`config.mk`:
```
export PLATFORM = sky130hd
export DESIGN_NAME = xsr
export DESIGN_NICKNAME = d
export VERILOG_FILES = /design/src/rtl/xsr.sv
export SDC_FILE = /design/constraint.sdc
export NUM_CORES = 1
export LEC_CHECK = 0
export CORE_MARGIN = 2
export CORE_UTILIZATION = 46
export DETAILED_ROUTE_END_ITERATION = 7
export PLACE_DENSITY = 0.78
export SYNTH_ARGS = -nofsm -noshare
export SYNTH_HDL_FRONTEND = slang
export SYNTH_SLANG_ARGS = --single-unit
```
`constraint.sdc`:
```
create_clock -name clk_i -period 2.4 [get_ports clk_i]
set_input_delay 0.24 -clock clk_i [delete_from_list [all_inputs] [get_ports clk_i]]
set_output_delay 0.24 -clock clk_i [all_outputs]
set_load 0.005 [all_outputs]
```
`src/rtl/xsr.sv`:
```
// Serial shift responder: far end of an xst link. Receives sclk/sdi, shifts
// LSB first with the incoming bit entering at the MSB, and returns data on sdo.
module xsr #(
    parameter int SYNC_STAGES = 2
) (
    input  logic        clk_i,
    input  logic        reset_i,
    input  logic        sclk_i,
    input  logic        sdi_i,
    output logic        sdo_o,
    input  logic [63:0] dat_i,
    input  logic        rxreg_we_i,
    input  logic        rxreg_oe_i,
    input  logic [5:0]  bits_i,
    output logic [5:0]  bits_o,
    output logic        idle_o,
    output logic        done_o,
    output logic        ovr_o,
    output logic [63:0] dat_o
);

    logic [SYNC_STAGES-1:0] sclk_sync;
    logic [SYNC_STAGES-1:0] sdi_sync;
    logic                   s;
    logic                   d;
    logic                   s_d;
    logic                   fall;
    logic                   rise;
    logic [63:0]            sr;

    always_ff @(posedge clk_i) begin
        if (reset_i) begin
            sclk_sync <= '0;
            sdi_sync  <= '0;
            s_d       <= 1'b0;
        end else begin
            sclk_sync <= {sclk_sync[SYNC_STAGES-2:0], sclk_i};
            sdi_sync  <= {sdi_sync[SYNC_STAGES-2:0], sdi_i};
            s_d       <= s;
        end
    end

    assign s    = sclk_sync[SYNC_STAGES-1];
    assign d    = sdi_sync[SYNC_STAGES-1];
    assign fall = s_d & ~s;
    assign rise = ~s_d & s;

    assign idle_o = (bits_o == '0);
    assign dat_o  = rxreg_oe_i ? sr : '0;

    // A load wins over any edge detected in the same cycle; sdo only moves on
    // rises so the initiator's sample before the final fall sees the last bit.
    always_ff @(posedge clk_i) begin
        if (reset_i) begin
            sr     <= '1;
            sdo_o  <= 1'b1;
            bits_o <= '0;
            done_o <= 1'b0;
            ovr_o  <= 1'b0;
        end else begin
            done_o <= 1'b0;
            if (rxreg_we_i) begin
                sr     <= dat_i;
                sdo_o  <= dat_i[0];
                bits_o <= bits_i;
                ovr_o  <= 1'b0;
            end else if (fall && !idle_o) begin
                sr     <= {d, sr[63:1]};
                bits_o <= bits_o - 6'd1;
                if (bits_o == 6'd1) begin
                    done_o <= 1'b1;
                end
            end else if (rise && !idle_o) begin
                sdo_o <= sr[0];
            end else if (fall) begin
                ovr_o <= 1'b1;
            end
        end
    end

endmodule

```
==> results of run 1 <==
==> worst max-delay path: stages (launching register included) <==
cell and delay, ns:
dfxtp_1 0.35, inv_1 0.14, ha_1 0.24, nand2b_2 0.28, nor2_1 0.19, clkdlybuf4s50_1 0.51
==> registers in the layout (all words and copies together), names as in the netlist <==
name       flops
bits_o         6
done_o         1
ovr_o          1
s_d            1
sclk_sync      2
sdi_sync       2
sdo_o          1
sr            64
==> worst paths after layout <==
kind	end	slack [ns]	depth (start not counted)
setup / recovery	idle_o	0.11	5
hold / removal	bits_o[0]	0.36	2
setup reg to reg	sr[45]	0.35	6
hold reg to reg	sclk_sync[1]	0.44	1
==> layout by cell type (no fill, tap or decap), drive strengths merged <==
cell type / netlist / final
a2111oi: 1 / 1
a211o: 1 / 1
a21boi: 1 / 1
a21oi: 67 / 67
a221oi: 2 / 2
a31oi: 2 / 2
and2: 64 / 64
buf: 19 / 16
bufinv: 0 / 2
clkbuf: 49 / 12
clkdlybuf4s50: 0 / 146
clkinvlp: 0 / 1
dfxtp: 78 / 78
ha: 3 / 3
inv: 70 / 71
nand2: 2 / 2
nand2b: 2 / 2
nand3: 1 / 1
nand3b: 2 / 2
nand4: 1 / 1
nor2: 3 / 3
nor2b: 7 / 7
nor3: 1 / 1
nor3b: 2 / 2
nor4b: 1 / 1
o2111ai: 66 / 66
o211a: 1 / 1
o211ai: 2 / 2
o311a: 2 / 2
o311ai: 65 / 65
o31a: 2 / 2
o31ai: 1 / 1
or3: 4 / 4
or4b: 1 / 1
==> cell families after synthesis <==
kind of cell,after synthesis
fa+ha+maj,3
flops,78
buf+inv,139
compound gates,213
simple gates,91
==> metrics by stage <==
stage,hold slack (ns),util
2_1_floorplan,0.368,-
3_3_place_gp,0.423,0.634
3_5_place_dp,0.425,0.634
4_1_cts,0.348,0.658
5_1_grt,0.359,0.658
6_report,0.361,0.658
==> per-layer routing <==
layer  wire length (microns)  vias to the layer above
met3                     953                       14
met4                     125                        0
met1                    5740                     2124
li1                        -                     2183
met5                       0                        -
met2                    5970                      182
==> report_power, final <==
| part | switching [mW] | leakage (nW) | total (mW) | internal, mW |
|---|---|---|---|---|
| Clock | 0.468 | 0.109 | 1.11 | 0.638 |
| Sequential | 0.0776 | 0.650 | 1.47 | 1.39 |
| Combinational | 0.376 | 1.66 | 0.798 | 0.422 |
==> area by class of cell <==
| type | count | share of cell area |
|---|---|---|
| multi-input cells | 307 | 0.370 |
| repair buffers | 162 | 0.269 |
| flip-flops and latches | 78 | 0.258 |
| inverters | 71 | 0.0440 |
| clock buffers | 12 | 0.0256 |
| well taps | 111 | 0.0229 |
| clock inverters | 3 | 0.0112 |
==> metrics.md, run 1 <==
| Metric | Value |
|---|---|
| Status | `complete, no violations` |
| Detailed-route wire length | `12.8 mm` |
| Post-synthesis compound-gate area fraction | `0.372` |
| DR WL/cell | `17.2 microns` |
| Layout cell share with drive strength beyond 1 | `0.0569` |
| Syn nets | `603` |
| Met3 usage | `0.0576` |
| Post-DP Area | `5830 sq um` |
| Initial antenna violation count | `0` |
| FF/Latch Area | `1560 sq um` |
| Hold WC Path Type | `in2reg` |
| HPWL Detailed | `8.16 mm` |
| Synth Warn # | `0` |
| Post-Place Worst Slack | `0.360 ns` |
| CP Launch Type | `flop` |
| Worst-path maximum fanout | `20` |
| Initial DRT Pass Iterations | `5` |
| Total CTS buffers | `9` |
| Crit path DAT | `2.05 ns` |
| #FFs+latches synth | `78` |
| Routability Congestion | `0.860` |
| Avg Vias per Cell | `6.05` |
| Mux share of post-synthesis cell area | `0` |
| Synth async-reset ratio | `0` |
| Total number of vias | `4,503` |
| CP required | `2.16 ns` |
| MaxCap Viol Count | `0` |
| Grt total ovfl | `0` |
| Gr usage total | `0.251` |
| Top cells by count, synth | `dfxtp_1, inv_1, a21oi_1` |
| Worst min-delay path startpoint | `reset_i` |
| Root buffer cell | `clkbuf_8` |
| Setup TNS | `0 ns` |
| Reg2reg start | `bits_o[0]` |
| Layout Nets | `708` |
| Slew @ Worst Pin | `0.704 ns` |
| Final setup fails | `0` |
| Total Power Consumption | `3.37 mW` |
| Number of synthesized flops with an enable pin | `0` |
| Final Max Tran Viols | `0` |
| Layout area overhead | `40.1%` |
| Largest net degree at the start of global routing | `70` |
| Share of the yosys chip area belonging to registers | `0.361` |
| Most used flip-flop cell after synthesis | `dfxtp_1` |
| Antenna diodes | `0` |
| Clock slew at reported path FFs | `0.08 ns` |
| Power Density | `557 nW/um^2` |
| H-tree Lvls | `3` |
| Post_cts resized | `0` |
| Port bufs | `149` |
| Maximum vdd ir drop | `0.272 mV` |
| Average size of a mapped cell | `8.25 sq um` |
| Die X | `101 microns` |
| Final cell count without fillers | `744` |
| Die area | `10,200 sq um` |
| Die Y | `101 microns` |
| Synthesized area | `4320 sq um` |
| Hold-fix buffers, CTS | `0` |
| CTS tree | `yes` |
| Final min period | `2.29 ns` |
| CP Capture Type | `output pin` |
| Row count | `35` |
| Deepest clock path buffer count | `2` |
| M1 GR Usage | `0.355` |
| Skew final | `0.00873 ns` |
| Largest cells by area after synthesis | `dfxtp_1, o2111ai_1, o311ai_1` |
| Largest family of logic cells by synthesized area | `compound AO/OA/AOI/OAI gates` |
| Simple-gate area share of the yosys netlist | `0.132` |
| Most used routing layer | `met2` |
| Post-synth top area cell | `dfxtp_1` |
| Core outline area | `9200 sq um` |
| Postcts setup bufs | `0` |
| Hold Vio Cnt, Final | `0` |
| Initial Util | `0.470` |
| Setup ws final | `0.110 ns` |
| Synth Area in XOR/XNOR | `0` |
| Adder-cell share of the synthesized area | `0.00869` |
| Most common cell in the netlist | `dfxtp_1` |
| Worst Setup Path Type | `reg2out` |
| Clock sink count | `78` |
| Grt met2 use | `0.392` |
| Num ports | `150` |
| Fin area | `6050 sq um` |
| Yosys cell types | `35` |
| Unrepaired setup endpoints after global routing | `no` |
| Worst-Skew Late Latency | `0.34 ns` |
| Vias in the first global route | `4,204` |
| CP Launch Point | `bits_o[0]` |
| Filler Cells Inserted | `758` |
| Placed cell count | `729` |
| Relative slew slack | `0.530` |
| Fmax | `0.437 GHz` |
| Global-route wire length before repair | `20.9 mm` |
| Synth top area share | `0.361` |
| Lkg Pwr | `2.42 nW` |
| Post-DRT Antenna Nets | `0` |
| Fin crit share | `0.954` |
| Syn Inst Count | `524` |
| Initial DRC Count | `290` |
| DRC viols | `0` |
| Multi-input logic area | `2240 sq um` |
No activity file was read; power rests on OpenSTA's default activity.
==> run 2, diff against run 1 <==
--- a/config.mk
+++ b/config.mk
@@ -12,3 +12,4 @@
 export SYNTH_ARGS = -nofsm -noshare
 export SYNTH_HDL_FRONTEND = slang
 export SYNTH_SLANG_ARGS = --single-unit
+export TNS_END_PERCENT = 20
==> results of run 2 <==
Same layout as run 1: the final DEF is identical, and so are final timing and power.
==> run 3, diff against run 2 <==
--- a/config.mk
+++ b/config.mk
@@ -5,10 +5,14 @@
 export SDC_FILE = /design/constraint.sdc
 export NUM_CORES = 1
 export LEC_CHECK = 0
+export CELL_PAD_IN_SITES_DETAIL_PLACEMENT = 1
+export CELL_PAD_IN_SITES_GLOBAL_PLACEMENT = 1
 export CORE_MARGIN = 2
-export CORE_UTILIZATION = 46
+export CORE_UTILIZATION = 33
 export DETAILED_ROUTE_END_ITERATION = 7
+export MAX_ROUTING_LAYER = met4
 export PLACE_DENSITY = 0.78
+export SLEW_MARGIN = 10
 export SYNTH_ARGS = -nofsm -noshare
 export SYNTH_HDL_FRONTEND = slang
 export SYNTH_SLANG_ARGS = --single-unit
==> metrics.md, run 3 (same netlist as run 1, synthesis figures left out) <==
| Metric | Value |
|---|---|
| Total number of vias | `4,587` |
| Worst hold path endpoint | `sr[45]` |
| Reg2reg start | `bits_o[0]` |
| Final min period | `2.19 ns` |
| Total CTS buffers | `9` |
| Reg2Reg Setup Slack | `0.25 ns` |
| Worst min-delay path startpoint | `rxreg_we_i` |
| Number of flip-flops under the largest register name | `64` |
| Die X | `118 microns` |
| Skew final | `0.00709 ns` |
| Largest net degree at the start of global routing | `70` |
| Row count | `41` |
| Worst path slowest cell | `clkdlybuf4s50_1` |
| Hold Vio Cnt, Final | `0` |
| Initial Util | `0.340` |
| HPWL Detailed | `10.3 mm` |
| Num ports | `150` |
| Layout cell share with drive strength beyond 1 | `0.0613` |
| Initial DRC Count | `252` |
| Total Power Consumption | `3.74 mW` |
| Slew @ Worst Pin | `0.725 ns` |
| Cells along the critical path | `inv_1 > ha_1 > nand2b_4 > nor2_1 > clkdlybuf4s50_1` |
| Status | `complete, no violations` |
| Buffers and inverters on the worst path | `2` |
| Gr usage total | `0.223` |
| Clock slew at reported path FFs | `0.06 ns` |
| Top flop regs | `sr x64, bits_o x6` |
| CTS tree | `yes` |
| Most frequent cells in the layout | `clkdlybuf4s50_1, dfxtp_1, inv_1` |
| Die Y | `118 microns` |
| Lkg Pwr | `2.47 nW` |
| Worst Setup Path Type | `reg2out` |
| Power Density | `601 nW/um^2` |
| Initial DRT Pass Iterations | `4` |
| Fmax | `0.456 GHz` |
| Grt total ovfl | `0` |
| Fin crit share | `0.913` |
| Setup ws final | `0.209 ns` |
| DR WL/cell | `19.1 microns` |
| CP Launch Type | `flop` |
| Hold WC Path Type | `in2reg` |
| CP peak stage delay | `0.51 ns` |
| Worst R2R End | `sr[38]` |
| Detailed-route wire length | `15.4 mm` |
| H-tree Lvls | `3` |
| Routability Congestion | `0.845` |
| Antenna diodes | `0` |
| Global-route wire length before repair | `25.2 mm` |
| Unrepaired setup endpoints after global routing | `no` |
| Worst-case reg-to-reg path depth | `6` |
| MaxCap Viol Count | `0` |
| Die area | `14,000 sq um` |
| Hold-critical path depth | `3` |
| Layout area overhead | `44.2%` |
| Post-DRT Antenna Nets | `0` |
| Most common cell after layout, fill and taps aside | `clkdlybuf4s50_1` |
| Final setup fails | `0` |
| Relative slew slack | `0.517` |
| CP Capture Type | `output pin` |
| Worst-Skew Late Latency | `0.33 ns` |
| Deepest clock path buffer count | `2` |
| Delay-heaviest family, CP | `buffers and inverters` |
| Crit path DAT | `1.95 ns` |
| CP required | `2.16 ns` |
| Maximum vdd ir drop | `0.325 mV` |
| DRC viols | `0` |
| Layout Nets | `711` |
| Root buffer cell | `clkbuf_16` |
| Clock sink count | `78` |
| Vias in the first global route | `4,861` |
| Final Max Tran Viols | `0` |
| Filler Cells Inserted | `1,525` |
| Avg Vias per Cell | `5.68` |
| Worst-path maximum fanout | `15` |
| Port bufs | `149` |
| Initial antenna violation count | `0` |
| Most flop-heavy register | `sr` |
| Core outline area | `12,700 sq um` |
| Setup TNS | `0 ns` |
| Post-Place Worst Slack | `0.201 ns` |
==> run 3: worst register-to-register path: stages, from the launching register on <==
cell	delay (ns)
dfxtp_1	0.41
inv_1	0.13
ha_1	0.29
nor2b_1	0.20
a21boi_4	0.47
buf_6	0.33
o311ai_0	0.17
==> run 3: cell type report <==
class                   count  area, sq um  area share
clock buffers              10          229      0.0368
clock inverters             5         85.1      0.0137
inverters                  71          267      0.0428
multi-input cells         307         2240       0.360
flip-flops and latches     78         1560       0.251
well taps                 172          215      0.0346
repair buffers            165         1630       0.261
==> run 3: layer usage <==
metal,routed length [microns],GRT usage
met3,669,0.0299
met1,6970,0.284
met4,292,0.0677
met2,7490,0.369
met5,0,-
==> run 3: worst max-delay path by stage <==
stage / slack, ns / cells after the start / to / from
6_report: 0.21 / 5 / idle_o / bits_o[0]
5_1_grt: 0.08 / 5 / idle_o / bits_o[0]
4_1_cts: 0.12 / 5 / idle_o / bits_o[0]
3_5_place_dp: 0.20 / 6 / sr[38] / bits_o[0]
3_3_place_gp: 0.37 / 6 / sr[38] / bits_o[0]
2_1_floorplan: 0.70 / 8 / sr[10] / bits_o[0]
==> run 3: what timing repair did <==
item                       CTS  global route
resized for setup            0             2
hold buffers                 0             0
setup endpoints to repair    0             1
buffers inserted             0             0
==> run 3: report_power, final <==
part / total (mW) / internal, mW / switching [mW]
sequential: 1.47 / 1.39 / 0.0814
combinational: 0.826 / 0.425 / 0.401
clock: 1.44 / 0.909 / 0.534
total: 3.74 / 2.73 / 1.02
==> run 3: stage by stage <==
stage	instances	cell area (sq um)	util	hold WS, ns
detailed placement	793	5910	0.464	0.431
global placement	793	5910	0.464	0.426
CTS	808	6220	0.489	0.279
floorplan	524	4320	-	0.368
global route	808	6230	0.490	0.293
finish	808	6230	0.490	0.278
